[config.mk]
export PLATFORM = sky130hd
export DESIGN_NAME = mem_port_arbiter
export DESIGN_NICKNAME = d
export VERILOG_FILES = /design/src/rtl/mem_port_arbiter.sv
export SDC_FILE = /design/constraint.sdc
export NUM_CORES = 1
export LEC_CHECK = 0
export CAP_MARGIN = 20
export CORE_MARGIN = 2
export CORE_UTILIZATION = 37
export CTS_CLUSTER_SIZE = 25
export DETAILED_ROUTE_END_ITERATION = 6
export MAX_ROUTING_LAYER = met4
export PLACE_DENSITY = 0.86
export SYNTH_ARGS = -nofsm -noshare
export SYNTH_HDL_FRONTEND = slang
export SYNTH_SLANG_ARGS = --single-unit
export TNS_END_PERCENT = 50
[constraint.sdc]
create_clock -name CLK -period 1.75 [get_ports CLK]
set_clock_uncertainty 0.15 [all_clocks]
set_input_delay 0.35 -clock CLK [delete_from_list [all_inputs] [get_ports CLK]]
set_output_delay 0.35 -clock CLK [all_outputs]
set_load 0.01 [all_outputs]
[src/rtl/mem_port_arbiter.sv]
// Arbitrates the single memory port between instruction fetch and load/store,
// one outstanding transaction at a time, ls-priority with a fetch starvation guard.
module mem_port_arbiter #(
  parameter int unsigned ADDR_W     = 32,
  parameter int unsigned DATA_W     = 32,
  parameter int unsigned MAX_LS_RUN = 4
) (
  input  logic              CLK,
  input  logic              resetn,
  // fetch port
  input  logic              if_req,
  input  logic [ADDR_W-1:0] if_addr,
  input  logic              if_flush,
  output logic              if_valid,
  output logic [DATA_W-1:0] if_data,
  // load/store port
  input  logic              ls_req,
  input  logic [1:0]        ls_size,
  input  logic [ADDR_W-1:0] ls_addr,
  input  logic [DATA_W-1:0] ls_wdata,
  output logic              ls_rvalid,
  output logic [DATA_W-1:0] ls_rdata,
  output logic              ls_wdone,
  // memory port
  output logic              mem_req,
  output logic [1:0]        mem_size,
  output logic [ADDR_W-1:0] mem_addr,
  output logic [DATA_W-1:0] mem_wdata,
  input  logic              mem_ack,
  input  logic [DATA_W-1:0] mem_rdata
);

  typedef enum logic [1:0] {StIdle, StFetch, StLoad, StStore} state_e;

  localparam logic [1:0] SizeLoad = 2'b11;
  localparam logic [3:0] RunMax   = 4'(MAX_LS_RUN);

  state_e            state_q, state_d;
  logic [3:0]        run_q, run_d;
  logic              drop_q, drop_d;
  logic              mem_req_q, mem_req_d;
  logic [1:0]        mem_size_q, mem_size_d;
  logic [ADDR_W-1:0] mem_addr_q, mem_addr_d;
  logic [DATA_W-1:0] mem_wdata_q, mem_wdata_d;
  logic              if_valid_q, if_valid_d;
  logic [DATA_W-1:0] if_data_q, if_data_d;
  logic              ls_rvalid_q, ls_rvalid_d;
  logic [DATA_W-1:0] ls_rdata_q, ls_rdata_d;
  logic              ls_wdone_q, ls_wdone_d;
  logic              ls_win;

  // ls loses only when fetch is waiting and ls has already used its full run
  assign ls_win = ls_req && !(if_req && (run_q == RunMax));

  always_comb begin
    state_d     = state_q;
    run_d       = run_q;
    drop_d      = drop_q;
    mem_req_d   = mem_req_q;
    mem_size_d  = mem_size_q;
    mem_addr_d  = mem_addr_q;
    mem_wdata_d = mem_wdata_q;
    if_valid_d  = 1'b0;
    if_data_d   = if_data_q;
    ls_rvalid_d = 1'b0;
    ls_rdata_d  = ls_rdata_q;
    ls_wdone_d  = 1'b0;

    case (state_q)
      StIdle: begin
        if (ls_win) begin
          state_d     = (ls_size == SizeLoad) ? StLoad : StStore;
          mem_req_d   = 1'b1;
          mem_size_d  = ls_size;
          mem_addr_d  = ls_addr;
          mem_wdata_d = ls_wdata;
          if (!if_req) begin
            run_d = '0;
          end else if (run_q != RunMax) begin
            run_d = run_q + 4'd1;
          end
        end else if (if_req && !if_flush) begin
          state_d    = StFetch;
          mem_req_d  = 1'b1;
          mem_size_d = SizeLoad;
          mem_addr_d = if_addr;
          run_d      = '0;
          drop_d     = 1'b0;
        end else if (!if_req) begin
          run_d = '0;
        end
      end
      StFetch: begin
        if (mem_ack) begin
          state_d   = StIdle;
          mem_req_d = 1'b0;
          drop_d    = 1'b0;
          // a flush on the ack edge itself also discards the data
          if (!(drop_q || if_flush)) begin
            if_valid_d = 1'b1;
            if_data_d  = mem_rdata;
          end
        end else if (if_flush) begin
          drop_d = 1'b1;
        end
      end
      StLoad: begin
        if (mem_ack) begin
          state_d     = StIdle;
          mem_req_d   = 1'b0;
          ls_rvalid_d = 1'b1;
          ls_rdata_d  = mem_rdata;
        end
      end
      StStore: begin
        if (mem_ack) begin
          state_d    = StIdle;
          mem_req_d  = 1'b0;
          ls_wdone_d = 1'b1;
        end
      end
      default: state_d = StIdle;
    endcase
  end

  always_ff @(posedge CLK or negedge resetn) begin
    if (!resetn) begin
      state_q     <= StIdle;
      run_q       <= '0;
      drop_q      <= 1'b0;
      mem_req_q   <= 1'b0;
      mem_size_q  <= SizeLoad;
      mem_addr_q  <= '0;
      mem_wdata_q <= '0;
      if_valid_q  <= 1'b0;
      if_data_q   <= '0;
      ls_rvalid_q <= 1'b0;
      ls_rdata_q  <= '0;
      ls_wdone_q  <= 1'b0;
    end else begin
      state_q     <= state_d;
      run_q       <= run_d;
      drop_q      <= drop_d;
      mem_req_q   <= mem_req_d;
      mem_size_q  <= mem_size_d;
      mem_addr_q  <= mem_addr_d;
      mem_wdata_q <= mem_wdata_d;
      if_valid_q  <= if_valid_d;
      if_data_q   <= if_data_d;
      ls_rvalid_q <= ls_rvalid_d;
      ls_rdata_q  <= ls_rdata_d;
      ls_wdone_q  <= ls_wdone_d;
    end
  end

  assign mem_req   = mem_req_q;
  assign mem_size  = mem_size_q;
  assign mem_addr  = mem_addr_q;
  assign mem_wdata = mem_wdata_q;
  assign if_valid  = if_valid_q;
  assign if_data   = if_data_q;
  assign ls_rvalid = ls_rvalid_q;
  assign ls_rdata  = ls_rdata_q;
  assign ls_wdone  = ls_wdone_q;

endmodule

==> summary by stage <==
Routing
The total wire length is approximately 18 mm. The detailed-router iteration count before antenna repair is 4. Dividing the detail-routed via count by the number of cells gives between 4 and 5. The overall via count from detail_route is 4696. Dividing the detail-routed wire length by the instance count gives ~18 um. In the routed design, unresolved DRC markers number 0.

The remaining number of nets flagged by the antenna check after routing is 0. The number of DRC markers after the initial detailed-route iteration is 90.

Yosys
After synthesis, the mean cell area works out to 13.2 um^2. The number of synthesis warnings is 0. Sorting the synthesized cells by area gives the leading types as sky130_fd_sc_hd__dfrtp_1 60%, sky130_fd_sc_hd__mux2_1 8.4%, sky130_fd_sc_hd__a2bb2oi_2 7.8%. The count of flip-flops with a built-in enable after synthesis is 0.

The most used flip-flop cell after synthesis is sky130_fd_sc_hd__dfrtp_1. Synthesis produced a netlist with a net count of roughly 580. The most used standard cell by instance count after synthesis is sky130_fd_sc_hd__dfrtp_1. The dominant cell type by area after synthesis is sky130_fd_sc_hd__dfrtp_1.

Synthesis produced a netlist whose cell count is 438. The post-synthesis sequential area ratio is between 60% and 70%. After synthesis the netlist holds a flip-flop and latch count of roughly 140. The share of async-settable or async-resettable flops after synthesis is 100%.

Summed over its instances, the top area cell type makes up 60.2% of the synthesized netlist area. The unique cell type count in the Yosys netlist is 36. In this run the cell area of the synthesized design comes to around 0.0058 mm^2. The commonest cells after synthesis are 139 x sky130_fd_sc_hd__dfrtp_1, 100 x sky130_fd_sc_hd__nand2_1, 43 x sky130_fd_sc_hd__mux2_1.

Critical path
For flop-to-flop paths, the worst setup slack is 0.02 ns. The sort of element at the end of the critical path is a register. The required arrival time at the worst endpoint is around 1.9 ns.

The peak fanout along the critical path is 8. For the worst setup path, the data arrival time is 1.85 ns. The worst setup path is launched from a register. The type of the worst setup path is register to register. The source of the worst register-to-register timing path is run_q[0]$_DFFE_PN0P_.

The depth of the worst register-to-register path is 7. The critical path goes through inv_2 > ha_4 > nand4b_4 > a21o_4 > clkbuf_16 > o22ai_2 > a2bb2oi_2. In this design, the stage delay of the slowest critical-path cell is 0.38 ns. The capture point of the worst reg-to-reg path is mem_addr[26]$_DFFE_PN0P_.

The start point of the critical path is run_q[0]$_DFFE_PN0P_. The worst-path cell with the longest stage delay is sky130_fd_sc_hd__dfrtp_1.

CTS
Clock-pin slew was measured on the worst setup and hold paths at 0.06 ns. The count of H-tree levels built during CTS is 4. The latest clock arrival within the worst-skew pair is 0.40 ns. The longest clock path from root to sink contains 2 buffers. TritonCTS built the clock tree. Clock tree synthesis found a total of 141 sinks.

The total clock buffers created by CTS is 17. Clock tree synthesis selected as its root buffer the cell sky130_fd_sc_hd__clkbuf_16.

Global route
The first global-routing pass estimated 25.8 mm of wire. Entering global routing, the biggest net connects 46 pins. In the global route stage, overall resource usage came out at 20.7%. The number of antenna violations at the first check in global routing was 2. The total congestion overflow after global routing is 0. The number of global-route vias before repair is 5048.

STA
Setup violations remaining at the end of the flow were counted as 0. The max-slew violation total from the final report is 0. The hold violation total from the final report is 0. The achievable frequency is 577 MHz. Setup repair after global routing could not meet its margin everywhere.

The headroom to the max-slew limit is 65.6%. For the pin with the worst max-slew slack, the measured transition is 0.517 ns. The final worst-path cycle share is 99.1%. After layout, the minimum clock period comes to 1.73 ns.

Run status
The flow ran to the end, and the final reports show no timing, DRC or antenna violations.

Die
The die outline area is 0.0166 mm^2. The number of ports placed on the die boundary is 270. The initial standard-cell utilization of the core is 37.9%. In this run the core area contains 45 standard-cell rows. The region available for standard cell placement spans 0.0153 mm^2. The height of the die is around 130 um. Measured along the x axis, the die boundary spans 129 um.

Power
The portion of total power attributed to combinational logic is around two fifths. Net switching is 33.1% of the power. The worst-case IR drop observed on VDD is 0.819 mV.

The static leakage is between 4 and 5 nW. Per report_power, the clock group accounts for 23.2% of the total. Dividing total power by cell area gives a power density of 1670 mW/mm^2. The overall power of the completed layout is 16.5 mW. For this design the total switching power over the nets is between 5 and 6 mW. Registers are responsible for 34.7% of the overall power. The cell-internal power is 11.0 mW.

Cells and area
At the end of the flow the core is filled with cells to ~65%. Relative to the synthesized area, the layout overhead comes to 70.5%. At the end of the flow, the number of nets in the layout was between 800 and 900.

The share of post-route cells with drive strength above 1 is between 20% and 30%.

Place
After legalization and detailed placement, the total HPWL measured 12.1 mm. At the end of routability-driven placement, the weighted congestion stood at 0.781. The number of I/O port buffers is 269.

Job
The max-capacitance violation count is 0.

Hold path
The path category of the worst min-delay check is input port to async pin.
## routing by layer
layer | wire length (um) | up-vias | global-route usage (%)
li1 | - | 2142 | -
met1 | 6620 | 2332 | 21.5
met2 | 9540 | 190 | 36.7
met3 | 1130 | 32 | 6.44
met4 | 378 | 0 | 7.80
met5 | 0 | - | -
## per-stage QoR
| step | setup TNS [ns] | setup WS [ns] | instances | area (um^2) | hold slack (ns) |
|---|---|---|---|---|---|
| finish | 0 | 0.0161 | 959 | 9860 | 0.291 |
| global route | -0.571 | -0.0522 | 959 | 9860 | 0.324 |
| CTS | -0.0340 | -0.0186 | 949 | 9440 | 0.299 |
| detailed placement | -47.58 | -0.460 | 916 | 8880 | 0.171 |
| global placement | -41.13 | -0.380 | 916 | 8880 | 0.163 |
| floorplan | 0 | 0.00369 | 438 | 5780 | -0.0956 |
## power by group through the flow
| stage | clock network (mW) | registers, mW | logic [mW] |
|---|---|---|---|
| floorplan | 0 | 6.41 | 2.68 |
| global placement | 0 | 5.69 | 7.36 |
| detailed placement | 0 | 5.81 | 7.56 |
| CTS | 3.89 | 5.72 | 6.60 |
| global route | 4.06 | 5.91 | 7.43 |
| finish | 3.83 | 5.72 | 6.92 |
## registers in the layout (all words and copies together), names as in the netlist
name and cells:
mem_req 1, mem_addr 32, if_valid 1, ls_wdone 1, drop_q 1, state_q 2, if_data 32, ls_rvalid 1
mem_wdata 32, run_q 4, mem_size 2, ls_rdata 32
## placed cells by master, fill, tap and decap left out, types with 2 or more instances in the layout
cell type,synthesis,final
sky130_fd_sc_hd__clkdlybuf4s15_1,0,2
sky130_fd_sc_hd__a2bb2oi_2,30,31
sky130_fd_sc_hd__buf_4,4,16
sky130_fd_sc_hd__o22a_1,3,3
sky130_fd_sc_hd__inv_2,0,2
sky130_fd_sc_hd__a2bb2oi_1,5,4
sky130_fd_sc_hd__clkinv_2,0,4
sky130_fd_sc_hd__nor2b_1,2,2
sky130_fd_sc_hd__o22ai_2,0,18
sky130_fd_sc_hd__buf_12,0,10
sky130_fd_sc_hd__nand2_1,100,100
sky130_fd_sc_hd__dfrtp_1,139,137
sky130_fd_sc_hd__mux2_2,21,21
sky130_fd_sc_hd__inv_1,5,3
sky130_fd_sc_hd__bufinv_16,0,4
sky130_fd_sc_hd__o22ai_4,0,13
sky130_fd_sc_hd__nand3b_1,3,3
sky130_fd_sc_hd__buf_6,5,3
sky130_fd_sc_hd__clkinvlp_4,0,2
sky130_fd_sc_hd__clkbuf_16,0,21
sky130_fd_sc_hd__dfstp_2,2,2
sky130_fd_sc_hd__o21ai_0,2,2
sky130_fd_sc_hd__dfrtp_2,0,2
sky130_fd_sc_hd__clkdlybuf4s50_1,0,132
sky130_fd_sc_hd__diode_2,0,2
sky130_fd_sc_hd__dlygate4sd2_1,0,134
sky130_fd_sc_hd__clkbuf_8,0,3
sky130_fd_sc_hd__mux2_1,43,43
sky130_fd_sc_hd__o21ai_1,2,2
sky130_fd_sc_hd__mux2i_1,2,2
sky130_fd_sc_hd__nor2_1,3,3
## final cells by class
| type | instances | area [um^2] |
|---|---|---|
| Fill cell | 1139 | 5400 |
| Sequential cell | 141 | 3530 |
| Timing Repair Buffer | 303 | 2990 |
| Multi-Input combinational cell | 265 | 2410 |
| Clock buffer | 21 | 470 |
| Tap cell | 211 | 264 |
| Clock inverter | 11 | 164 |
| Inverter | 5 | 18.8 |
| Antenna cell | 2 | 5.00 |
## cells by family (layout without fill, tap and decap cells)
| kind of cell | count (synthesis) | count (layout) | share of synthesized area (%) |
|---|---|---|---|
| AOI/OAI and AO/OA | 80 | 80 | 13.8 |
| buffers and inverters | 32 | 340 | 3.20 |
| and+or+nand+nor | 117 | 117 | 8.68 |
| adders and majority gates | 2 | 2 | 0.433 |
| DFF | 141 | 141 | 61.1 |
| other | 0 | 2 | 0 |
| muxes | 66 | 66 | 12.8 |
## how the worst max path moves through the flow
stage | endpoint | slack, ns | depth (start not counted)
final | mem_addr[26]$_DFFE_PN0P_ | 0.02 | 7
after global routing | mem_addr[0]$_DFFE_PN0P_ | -0.05 | 7
after CTS | mem_addr[0]$_DFFE_PN0P_ | -0.02 | 7
after detailed placement | mem_addr[13]$_DFFE_PN0P_ | -0.46 | 6
after global placement | if_data[1]$_DFFE_PN0P_ | -0.38 | 4
after floorplan | mem_wdata[0]$_DFFE_PN0P_ | 0.004 | 7
## worst max-delay path, delay by kind of cell (launching register included)
kind            cells  cell delay (ns)
simple gates        1             0.14
fa+ha+maj           1             0.14
compound gates      3             0.51
buf+inv             2             0.27
flops               1             0.38
## timing repair
item / in CTS / in global routing
setup buffers: 0 / 2
pin swaps: 0 / 21
gates cloned: 0 / 6
setup endpoints to repair: 155 / 89
hold buffers: 1 / 0
resized for setup: 151 / 43
hold endpoints to repair: 37 / 0
(Power assumes the default switching activity.)
